`config.mk`:
```
export PLATFORM = sky130hd
export DESIGN_NAME = mem_port_arbiter
export DESIGN_NICKNAME = d
export VERILOG_FILES = /design/src/rtl/mem_port_arbiter.sv
export SDC_FILE = /design/constraint.sdc
export NUM_CORES = 1
export LEC_CHECK = 0
export CORE_AREA = 2 2 109 111
export DETAILED_ROUTE_END_ITERATION = 10
export DIE_AREA = 0 0 111 113
export SYNTH_ARGS = -nofsm -noshare
export SYNTH_HDL_FRONTEND = slang
export SYNTH_SLANG_ARGS = --single-unit
```
`constraint.sdc`:
```
create_clock -name clk -period 1.5 [get_ports clk]
set_input_delay 0.3 -clock clk [delete_from_list [all_inputs] [get_ports clk]]
set_output_delay 0.3 -clock clk [all_outputs]
set_load 0.005 [all_outputs]
```
`src/rtl/mem_port_arbiter.sv`:
```
// Arbiter sharing one synchronous single-port memory among NUM_REQ requesters,
// with fixed or round-robin priority, anti-starvation and in-flight read tracking.

module mem_port_arbiter_wait_cnt #(
   parameter int MAX_WAIT = 8,
   parameter bit ENABLE   = 1'b1
) (
   input  logic clk,
   input  logic rst,
   input  logic valid,
   input  logic ready,
   output logic starved
);
   localparam int  CNT_W   = (MAX_WAIT > 0) ? $clog2(MAX_WAIT + 1) : 1;
   localparam bit  CNT_EN  = ENABLE && (MAX_WAIT > 0);
   localparam logic [CNT_W-1:0] CNT_MAX = CNT_W'(MAX_WAIT);

   logic [CNT_W-1:0] cnt;

   always_ff @(posedge clk) begin
      if (rst || !CNT_EN) begin
         cnt <= '0;
      end else if (!valid || ready) begin
         cnt <= '0;
      end else if (cnt != CNT_MAX) begin
         cnt <= cnt + 1'b1;
      end
   end

   assign starved = CNT_EN && (cnt == CNT_MAX);
endmodule

module mem_port_arbiter #(
   parameter int ADDR_W     = 32,
   parameter int DATA_W     = 32,
   parameter int NUM_REQ    = 2,
   parameter int PRIO_MODE  = 0,
   parameter int RD_LATENCY = 1,
   parameter int MAX_WAIT   = 8,
   localparam int BE_W      = DATA_W / 8
) (
   input  logic                      clk,
   input  logic                      rst,
   input  logic [NUM_REQ-1:0]        req_valid,
   output logic [NUM_REQ-1:0]        req_ready,
   input  logic [NUM_REQ*ADDR_W-1:0] req_addr,
   input  logic [NUM_REQ-1:0]        req_we,
   input  logic [NUM_REQ*DATA_W-1:0] req_wdata,
   input  logic [NUM_REQ*BE_W-1:0]   req_be,
   input  logic [NUM_REQ-1:0]        req_flush,
   output logic [NUM_REQ-1:0]        rsp_valid,
   output logic [DATA_W-1:0]         rsp_data,
   output logic                      mem_en,
   output logic                      mem_we,
   output logic [ADDR_W-1:0]         mem_addr,
   output logic [DATA_W-1:0]         mem_wdata,
   output logic [BE_W-1:0]           mem_be,
   input  logic [DATA_W-1:0]         mem_rdata
);
   localparam int IDX_W  = (NUM_REQ > 1) ? $clog2(NUM_REQ) : 1;
   localparam int STAGES = RD_LATENCY - 1;

   logic [NUM_REQ-1:0] grant;
   logic [NUM_REQ-1:0] starved;
   logic [IDX_W-1:0]   gnt_idx;
   logic [IDX_W-1:0]   rr_ptr;
   logic               found;
   logic               rd_issue;
   logic               tail_vld;

   logic [STAGES:0]            vld_pipe;
   logic [STAGES:0][IDX_W-1:0] id_pipe;

   // Per-requester starvation counters; they only run in fixed-priority mode.
   for (genvar g = 0; g < NUM_REQ; g++) begin : g_wait
      mem_port_arbiter_wait_cnt #(
         .MAX_WAIT (MAX_WAIT),
         .ENABLE   (PRIO_MODE == 0)
      ) u_wait (
         .clk     (clk),
         .rst     (rst),
         .valid   (req_valid[g]),
         .ready   (grant[g]),
         .starved (starved[g])
      );
   end

   always_comb begin
      grant = '0;
      found = 1'b0;
      if (!rst) begin
         if (PRIO_MODE == 0) begin
            // Starved requesters outrank normal priority, lowest index first.
            for (int i = 0; i < NUM_REQ; i++) begin
               if (!found && req_valid[i] && starved[i]) begin
                  grant[i] = 1'b1;
                  found    = 1'b1;
               end
            end
            for (int i = NUM_REQ - 1; i >= 0; i--) begin
               if (!found && req_valid[i]) begin
                  grant[i] = 1'b1;
                  found    = 1'b1;
               end
            end
         end else begin
            for (int k = 1; k <= NUM_REQ; k++) begin
               int idx;
               idx = (int'(rr_ptr) + k) % NUM_REQ;
               if (!found && req_valid[idx]) begin
                  grant[idx] = 1'b1;
                  found      = 1'b1;
               end
            end
         end
      end
   end

   always_comb begin
      gnt_idx = '0;
      for (int i = 0; i < NUM_REQ; i++) begin
         if (grant[i]) gnt_idx = IDX_W'(i);
      end
   end

   assign req_ready = grant;

   always_comb begin
      mem_en    = 1'b0;
      mem_we    = 1'b0;
      mem_addr  = '0;
      mem_wdata = '0;
      mem_be    = '0;
      if (|grant) begin
         mem_en   = 1'b1;
         mem_we   = req_we[gnt_idx];
         mem_addr = req_addr[gnt_idx*ADDR_W +: ADDR_W];
         if (req_we[gnt_idx]) begin
            mem_wdata = req_wdata[gnt_idx*DATA_W +: DATA_W];
            mem_be    = req_be[gnt_idx*BE_W +: BE_W];
         end
      end
   end

   always_ff @(posedge clk) begin
      if (rst) begin
         rr_ptr <= IDX_W'(NUM_REQ - 1);
      end else if (|grant) begin
         rr_ptr <= gnt_idx;
      end
   end

   assign rd_issue = mem_en && !mem_we;

   // A read entering stage 0 is never flushed in its issue cycle; older
   // entries are dropped as they advance.
   always_ff @(posedge clk) begin
      if (rst) begin
         vld_pipe <= '0;
         id_pipe  <= '0;
      end else begin
         vld_pipe[0] <= rd_issue;
         id_pipe[0]  <= gnt_idx;
         for (int s = 1; s <= STAGES; s++) begin
            vld_pipe[s] <= vld_pipe[s-1] && !req_flush[id_pipe[s-1]];
            id_pipe[s]  <= id_pipe[s-1];
         end
      end
   end

   assign tail_vld = !rst && vld_pipe[STAGES] && !req_flush[id_pipe[STAGES]];

   always_comb begin
      rsp_valid = '0;
      rsp_data  = '0;
      if (tail_vld) begin
         rsp_valid[id_pipe[STAGES]] = 1'b1;
         rsp_data                   = mem_rdata;
      end
   end
endmodule

```
==> summary.md, run 1 <==
| Metric | Value |
|---|---|
| Outcome | finished with violations |
| Failing checks | setup timing |
| Avg Vias per Cell | between 4 and 5 |
| TritonCTS clock tree | built |
| Vias after detailed routing | 3556 |
| Final Hold Vio Count | 0 |
| Post-Syn Nets | 490 |
| Area of the core | about 11000 sq um |
| Sequential element share of the synthesized area | 6.23% |
| Number of design rule violations left after detail routing | 0 |
| I/O Buffers | 281 |
| Slew of the pin with the lowest slew margin | 178 ps |
| Total of fill cells in the finished design | 1104 |
| Max Cap Viol | 0 |
| GP Congestion | 0.903 |
| Worst setup path category | reg2out |
| DRT Wirelength | between 10 and 15 mm |
| Max-slew violation total from the final report | 0 |
| Number of global-route vias before repair | 3644 |
| Post-synth design cell area | 1930 sq um |
| Crit end category | output pin |
| Worst Hold Class | in2reg |
| Clk Tree Root Cell | sky130_fd_sc_hd__clkbuf_16 |
| Cts hold-fix bufs | 0 |
| Share of the clock period used by the worst path after layout | 131% |
| Number of synthesized register bits | 6 |
| Cts bufs inserted | 3 |
| Global-route wire length before repair | between 15 and 20 mm |
| Clock latency on the worst-skew pair | 230 ps |
| Non-filler instance count after layout | between 700 and 800 |
| Normalized max-slew margin | between 80 and 90% |
| Simple-gate share of the synthesized area | 49.8% |
| Number of instances in the synthesized netlist | around 310 |
| Crit path time final | 1970 ps |
| Int Power | approximately 1.3 mW |
| Post-synthesis area per instance | 6.18 sq um |
| Die height | approximately 110 microns |
| DP HPWL | 9.21 mm |
| ANT cells | 0 |
| Design Area, Final | between 5000 and 6000 sq um |
| Buffer levels on the longest clock path | 2 |
| Top-Level Pins | 282 |
| Startpoint of the worst register-to-register path | g_wait[0].u_wait.cnt[0] |
| Share of synthesized cell area in full adder, half adder and majority cells | 1.30% |
| Layout cell share with drive strength beyond 1 | approximately two fifths |
| Arrival time at the worst endpoint | ~1700 ps |
| WP data required | 1200 ps |
| Most common cell after layout, fill and taps aside | sky130_fd_sc_hd__clkdlybuf4s50_1 |
| Die Wd | 111 microns |
| Top library cells by usage in the layout, fill and taps aside | sky130_fd_sc_hd__clkdlybuf4s50_1, sky130_fd_sc_hd__nand3_1, sky130_fd_sc_hd__buf_2, sky130_fd_sc_hd__buf_6, sky130_fd_sc_hd__nand2_1 |
| Number of core rows | 39 |
| Warnings, synthesis | 0 |
| Worst clock skew on the final layout | roughly 1.0 ps |
| Xor/xnor share of the synthesized area | 0.909% |
| Proportion of total power due to net switching | 29.1% |
| Clk sinks | 6 |
| Final count of negative-setup-slack endpoints | around 110 |
| Pre-Repair DR Iteration Count | 4 |
| Net switching power figure | 0.548 mW |
| Worst slack at placement | -1110 ps |
| Hold slack | between 400 and 500 ps |
| Start point of the critical path | id_pipe |
| Overall fraction of global-route tracks in use | ~17% |
| Clock-pin slew reported for the worst setup and hold paths after clock tree synthesis | roughly 30 ps |
| Residual antenna-violating net count after detailed routing | 0 |
| Comb pwr share | 68.6% |
| Global-route congestion overflow total | 0 |
| Die area | 12500 sq um |
| Largest family of logic cells by synthesized area | simple AND/OR/NAND/NOR gates |
| Multiplexer fraction of the synthesized cell area | 19.5% |
| Cell count after placement | 735 |
| Relative contribution of the clock network to total power | 22.5% |
| Distinct cell type count after synthesis | 27 |
| Routed len/inst | between 15 and 20 microns |
| Count of routing violations after the opening detailed-route iteration | 139 |
| Pin count of the biggest net entering global routing | 34 |
| Unrepaired setup endpoints after global routing | true |
| CTS H-Tree Depth | 1 |
| Setup WS post-layout | -470 ps |
| Number of nets in the layout | 798 |
| Placed cell areas | 5130 sq um |
| Initial Util | 17.1% |
| Worst hold path startpoint | req_valid[1] |
| Power density cells | 337 nW/um^2 |
| Maximum achievable frequency | between 500 and 600 MHz |
| Maximum fanout encountered on the critical timing path | 5 |
| Initial antenna violation count | 0 |
| Category of the worst setup path launch point | flip-flop |
| Fraction of the mapped netlist area in compound gates | 9.61% |
| Total leakage power | 2.63 nW |
| Setup TNS | -41410 ps |
| Area delta synth->final | 190% |
| Worst VDD drop | 0.312 mV |
| Sequential fraction of design power | 8.9% |
## worst max-delay path: stages, from the launching register on
cell and delay, ps:
sky130_fd_sc_hd__dfxtp_2 330, sky130_fd_sc_hd__mux2_4 310, sky130_fd_sc_hd__nor3b_4 230, sky130_fd_sc_hd__buf_6 150
sky130_fd_sc_hd__buf_12 110, sky130_fd_sc_hd__buf_16 110, sky130_fd_sc_hd__and2_4 130, sky130_fd_sc_hd__buf_6 80
## path summary, 6_finish.rpt
| kind | to | slack, ps | cells after the start |
|---|---|---|---|
| max | rsp_data[21] | -470 | 7 |
| min | g_wait[0].u_wait.cnt[0] | 490 | 3 |
| max reg2reg | vld_pipe | 20 | 8 |
| min reg2reg | g_wait[0].u_wait.cnt[0] | 500 | 2 |
## power by group through the flow
stage,Sequential (mW),Combinational (mW),Clock (mW)
6_report,0.168,1.29,0.423
5_1_grt,0.168,1.39,0.442
4_1_cts,0.168,1.23,0.431
3_5_place_dp,0.171,1.20,0
3_3_place_gp,0.171,1.19,0
2_1_floorplan,0.171,0.346,0
## cell type report
class	count	area, sq um	area share [%]
repair buffers	341	3310	59.2
well taps	143	179	3.20
flip-flops and latches	6	125	2.24
clock buffers	3	75.1	1.34
multi-input cells	262	1870	33.4
inverters	6	35.0	0.626
## per-stage QoR
stage	util (%)	power, mW
CTS	48.1	1.83
global placement	45.5	1.36
floorplan	-	0.517
global route	49.7	2.00
detailed placement	45.5	1.37
finish	49.7	1.88
## sequential cells by signal (all words and copies together), names as in the netlist
register / flops
id_pipe: 1
g_wait.u_wait.cnt: 4
vld_pipe: 1
## cell families after synthesis
kind of cell,count (synthesis)
simple gates,185
buf+inv,45
flops,6
compound gates,35
mux,37
xor+xnor,2
fa+ha+maj,2
## synth_stat cells, drive strengths merged
| cell | count | area, sq um |
|---|---|---|
| nor2b | 3 | 18.8 |
| nand4b | 1 | 15.0 |
| buf | 20 | 146 |
| nand4bb | 1 | 11.3 |
| ha | 2 | 25.0 |
| inv | 6 | 22.5 |
| o21ba | 1 | 10.0 |
| mux2 | 1 | 15.0 |
| nand3 | 106 | 531 |
| o21ai | 33 | 165 |
| and2 | 33 | 206 |
| nor2 | 4 | 15.0 |
| xor2 | 1 | 8.76 |
| dfxtp | 6 | 120 |
| clkbuf | 19 | 75.1 |
| o211a | 1 | 10.0 |
| nor3b | 2 | 26.3 |
| and3b | 1 | 8.76 |
| mux2i | 36 | 360 |
| xnor2 | 1 | 8.76 |
| nand2 | 34 | 128 |
## what timing repair did
item                                    4_1_cts  5_1_grt
cloned                                        5        7
pin swaps                                    37       37
setup buffers                                11        3
endpoints found under the setup margin      107      105
hold endpoints to repair                      0        0
resized for setup                           469      137
## routing by layer
layer  vias to the layer above  share of wire, %  global-route usage, %
li1                       1702                 -                      -
met1                      1633                36                   18.7
met2                       201                55                   34.8
met3                        20               7.0                   3.91
met4                         0               2.2                   4.00
met5                         -                 0                      0
(Power assumes the default switching activity.)
==> inputs of run 2 (changes only) <==
--- a/config.mk
+++ b/config.mk
@@ -8,6 +8,7 @@
 export CORE_AREA = 2 2 109 111
 export DETAILED_ROUTE_END_ITERATION = 10
 export DIE_AREA = 0 0 111 113
+export REMOVE_ABC_BUFFERS = 1
 export SYNTH_ARGS = -nofsm -noshare
 export SYNTH_HDL_FRONTEND = slang
 export SYNTH_SLANG_ARGS = --single-unit
==> run 2 against run 1 <==
Against the previous run: the run still ends with setup timing left; critical path type unchanged; via count grew 1.5%; cell area increased by 5.1%; clock-buffer cell count unchanged; first-iteration DRC count is 34% lower; non-clock buffer count grew 21; utilization up 2.6 points; worst hold slack got worse by 18 ps; clock power up 1%; maximum frequency fell by 3.5%; combinational power rose by 9%.
==> summary.md, run 2 (synthesized netlist as in run 1, its figures left out) <==
| Metric | Value |
|---|---|
| Clk Tree Root Cell | sky130_fd_sc_hd__clkbuf_16 |
| Area of the core | 11300 sq um |
| Worst Hold Class | in2reg |
| Unrepaired setup endpoints after global routing | true |
| CTS H-Tree Depth | 1 |
| Worst slack at placement | -1150 ps |
| Final Core Density | between 50 and 60% |
| Worst VDD drop | 0.285 mV |
| Share of the clock period used by the worst path after layout | 136% |
| Die area | 12500 sq um |
| Max Cap Viol | 0 |
| Area delta synth->final | 205% |
| Layout cell share with drive strength beyond 1 | 41.2% |
| WP data required | 1200 ps |
| Buffer levels on the longest clock path | 2 |
| Design Area, Final | 5880 sq um |
| Hold slack | 470 ps |
| Overall fraction of global-route tracks in use | roughly a fifth |
| Residual antenna-violating net count after detailed routing | 0 |
| Worst setup path category | reg2out |
| Count of routing violations after the opening detailed-route iteration | 92 |
| Top library cells by usage in the layout, fill and taps aside | sky130_fd_sc_hd__clkdlybuf4s50_1, sky130_fd_sc_hd__nand3_1, sky130_fd_sc_hd__buf_2, sky130_fd_sc_hd__buf_6, sky130_fd_sc_hd__mux2i_1 |
| Top-Level Pins | 282 |
| Maximum achievable frequency | 490 MHz |
| Normalized max-slew margin | 82.8% |
| Clock latency on the worst-skew pair | 230 ps |
| Most common cell after layout, fill and taps aside | sky130_fd_sc_hd__clkdlybuf4s50_1 |
| Number of core rows | 39 |
| Setup TNS | -44270 ps |
| I/O Buffers | ~280 |
| DRT Wirelength | 13.9 mm |
| Die Wd | 111 microns |
| Biggest registers after layout | g_wait.u_wait.cnt (4), id_pipe (1), vld_pipe (1) |
| Final count of negative-setup-slack endpoints | 106 |
| Cts hold-fix bufs | 0 |
| Category of the worst setup path launch point | flip-flop |
| Final Hold Vio Count | 0 |
| Global-route wire length before repair | roughly 20 mm |
| Number of global-route vias before repair | 3757 |
| Avg Vias per Cell | between 4 and 5 |
| Clock-pin slew reported for the worst setup and hold paths after clock tree synthesis | approximately 30 ps |
| Pin count of the biggest net entering global routing | 25 |
| DP HPWL | 9.20 mm |
| Register with the most flip-flops | g_wait.u_wait.cnt |
| Power density cells | between 300 and 400 nW/um^2 |
| Failing checks | setup timing |
| Arrival time at the worst endpoint | between 1500 and 2000 ps |
| Largest register FFs | 4 |
| Outcome | finished with violations |
| Crit end category | output pin |
| Number of nets in the layout | 818 |
| Number of design rule violations left after detail routing | 0 |
| TritonCTS clock tree | built |
| Initial Util | 17.1% |
| Placed cell areas | 5040 sq um |
| GP Congestion | 0.850 |
| Max-slew violation total from the final report | 0 |
| Routed len/inst | approximately 18 microns |
| Cts bufs inserted | 3 |
| Pre-Repair DR Iteration Count | 5 |
| Setup WS post-layout | -542 ps |
| Worst clock skew on the final layout | 0.610 ps |
| Clk sinks | 6 |
| Power after layout | 2.00 mW |
| Initial antenna violation count | 0 |
| Slew of the pin with the lowest slew margin | 259 ps |
| Non-filler instance count after layout | 781 |
| Crit path time final | 2040 ps |
| Die height | 113 microns |
| Cell count after placement | 729 |
| Total leakage power | 2.76 nW |
| Global-route congestion overflow total | 0 |
| Maximum fanout encountered on the critical timing path | 8 |
| Vias after detailed routing | 3608 |
| ANT cells | 0 |
-- run 2: cell types whose count changed in the layout (fill, tap and decap cells not counted), moves of 9 or more --
cell / previous run / this run
sky130_fd_sc_hd__buf_4: 23 / 32
sky130_fd_sc_hd__buf_6: 42 / 55
sky130_fd_sc_hd__clkdlybuf4s15_2: 0 / 11
sky130_fd_sc_hd__o21ai_1: 0 / 10
sky130_fd_sc_hd__o21ai_2: 31 / 18
-- run 2: final timing paths --
check	from	to	slack, ps	depth (start not counted)
max	g_wait[0].u_wait.cnt[0]	mem_addr[0]	-540	8
min	rst	id_pipe	470	4
max reg2reg	g_wait[0].u_wait.cnt[0]	vld_pipe	-130	8
min reg2reg	g_wait[0].u_wait.cnt[0]	g_wait[0].u_wait.cnt[0]	600	3
-- run 2: per-layer routing --
layer	wire [microns]	part of all wire, %	track usage (%)
met1	5210	38	22.6
met2	7390	53	40.3
met3	1060	7.6	4.66
met4	206	1.5	3.58
met5	0	0	0
-- run 2: what timing repair did --
action                                  in CTS  in global routing
endpoints found under the setup margin     107                106
hold endpoints to repair                     0                  0
cloned                                      16                  1
buffers inserted                            32                  4
gates resized for setup                    553                 52
pin swaps                                   38                  4
-- run 2: worst max-delay path: stages, from the launching register on --
cell and delay (ps):
sky130_fd_sc_hd__dfxtp_2 310, sky130_fd_sc_hd__inv_2 60, sky130_fd_sc_hd__ha_4 150, sky130_fd_sc_hd__nand4b_4 160, sky130_fd_sc_hd__nand2_8 150, sky130_fd_sc_hd__inv_6 70, sky130_fd_sc_hd__bufbuf_16 280, sky130_fd_sc_hd__o21ai_2 120
sky130_fd_sc_hd__clkdlybuf4s15_2 210
-- run 2: area by class of cell --
cell class	count	area (sq um)
Fill cell	1076	5390
Timing Repair Buffer	362	3640
Multi-Input combinational cell	261	1840
Tap cell	143	179
Sequential cell	6	124
Clock buffer	3	75.1
Inverter	6	27.5
-- run 2: power by group --
part	switching [mW]	total (mW)	leakage (nW)	internal (mW)
Sequential	0.00230	0.168	0.0502	0.166
Combinational	0.490	1.40	2.67	0.914
Clock	0.0862	0.428	0.0370	0.342
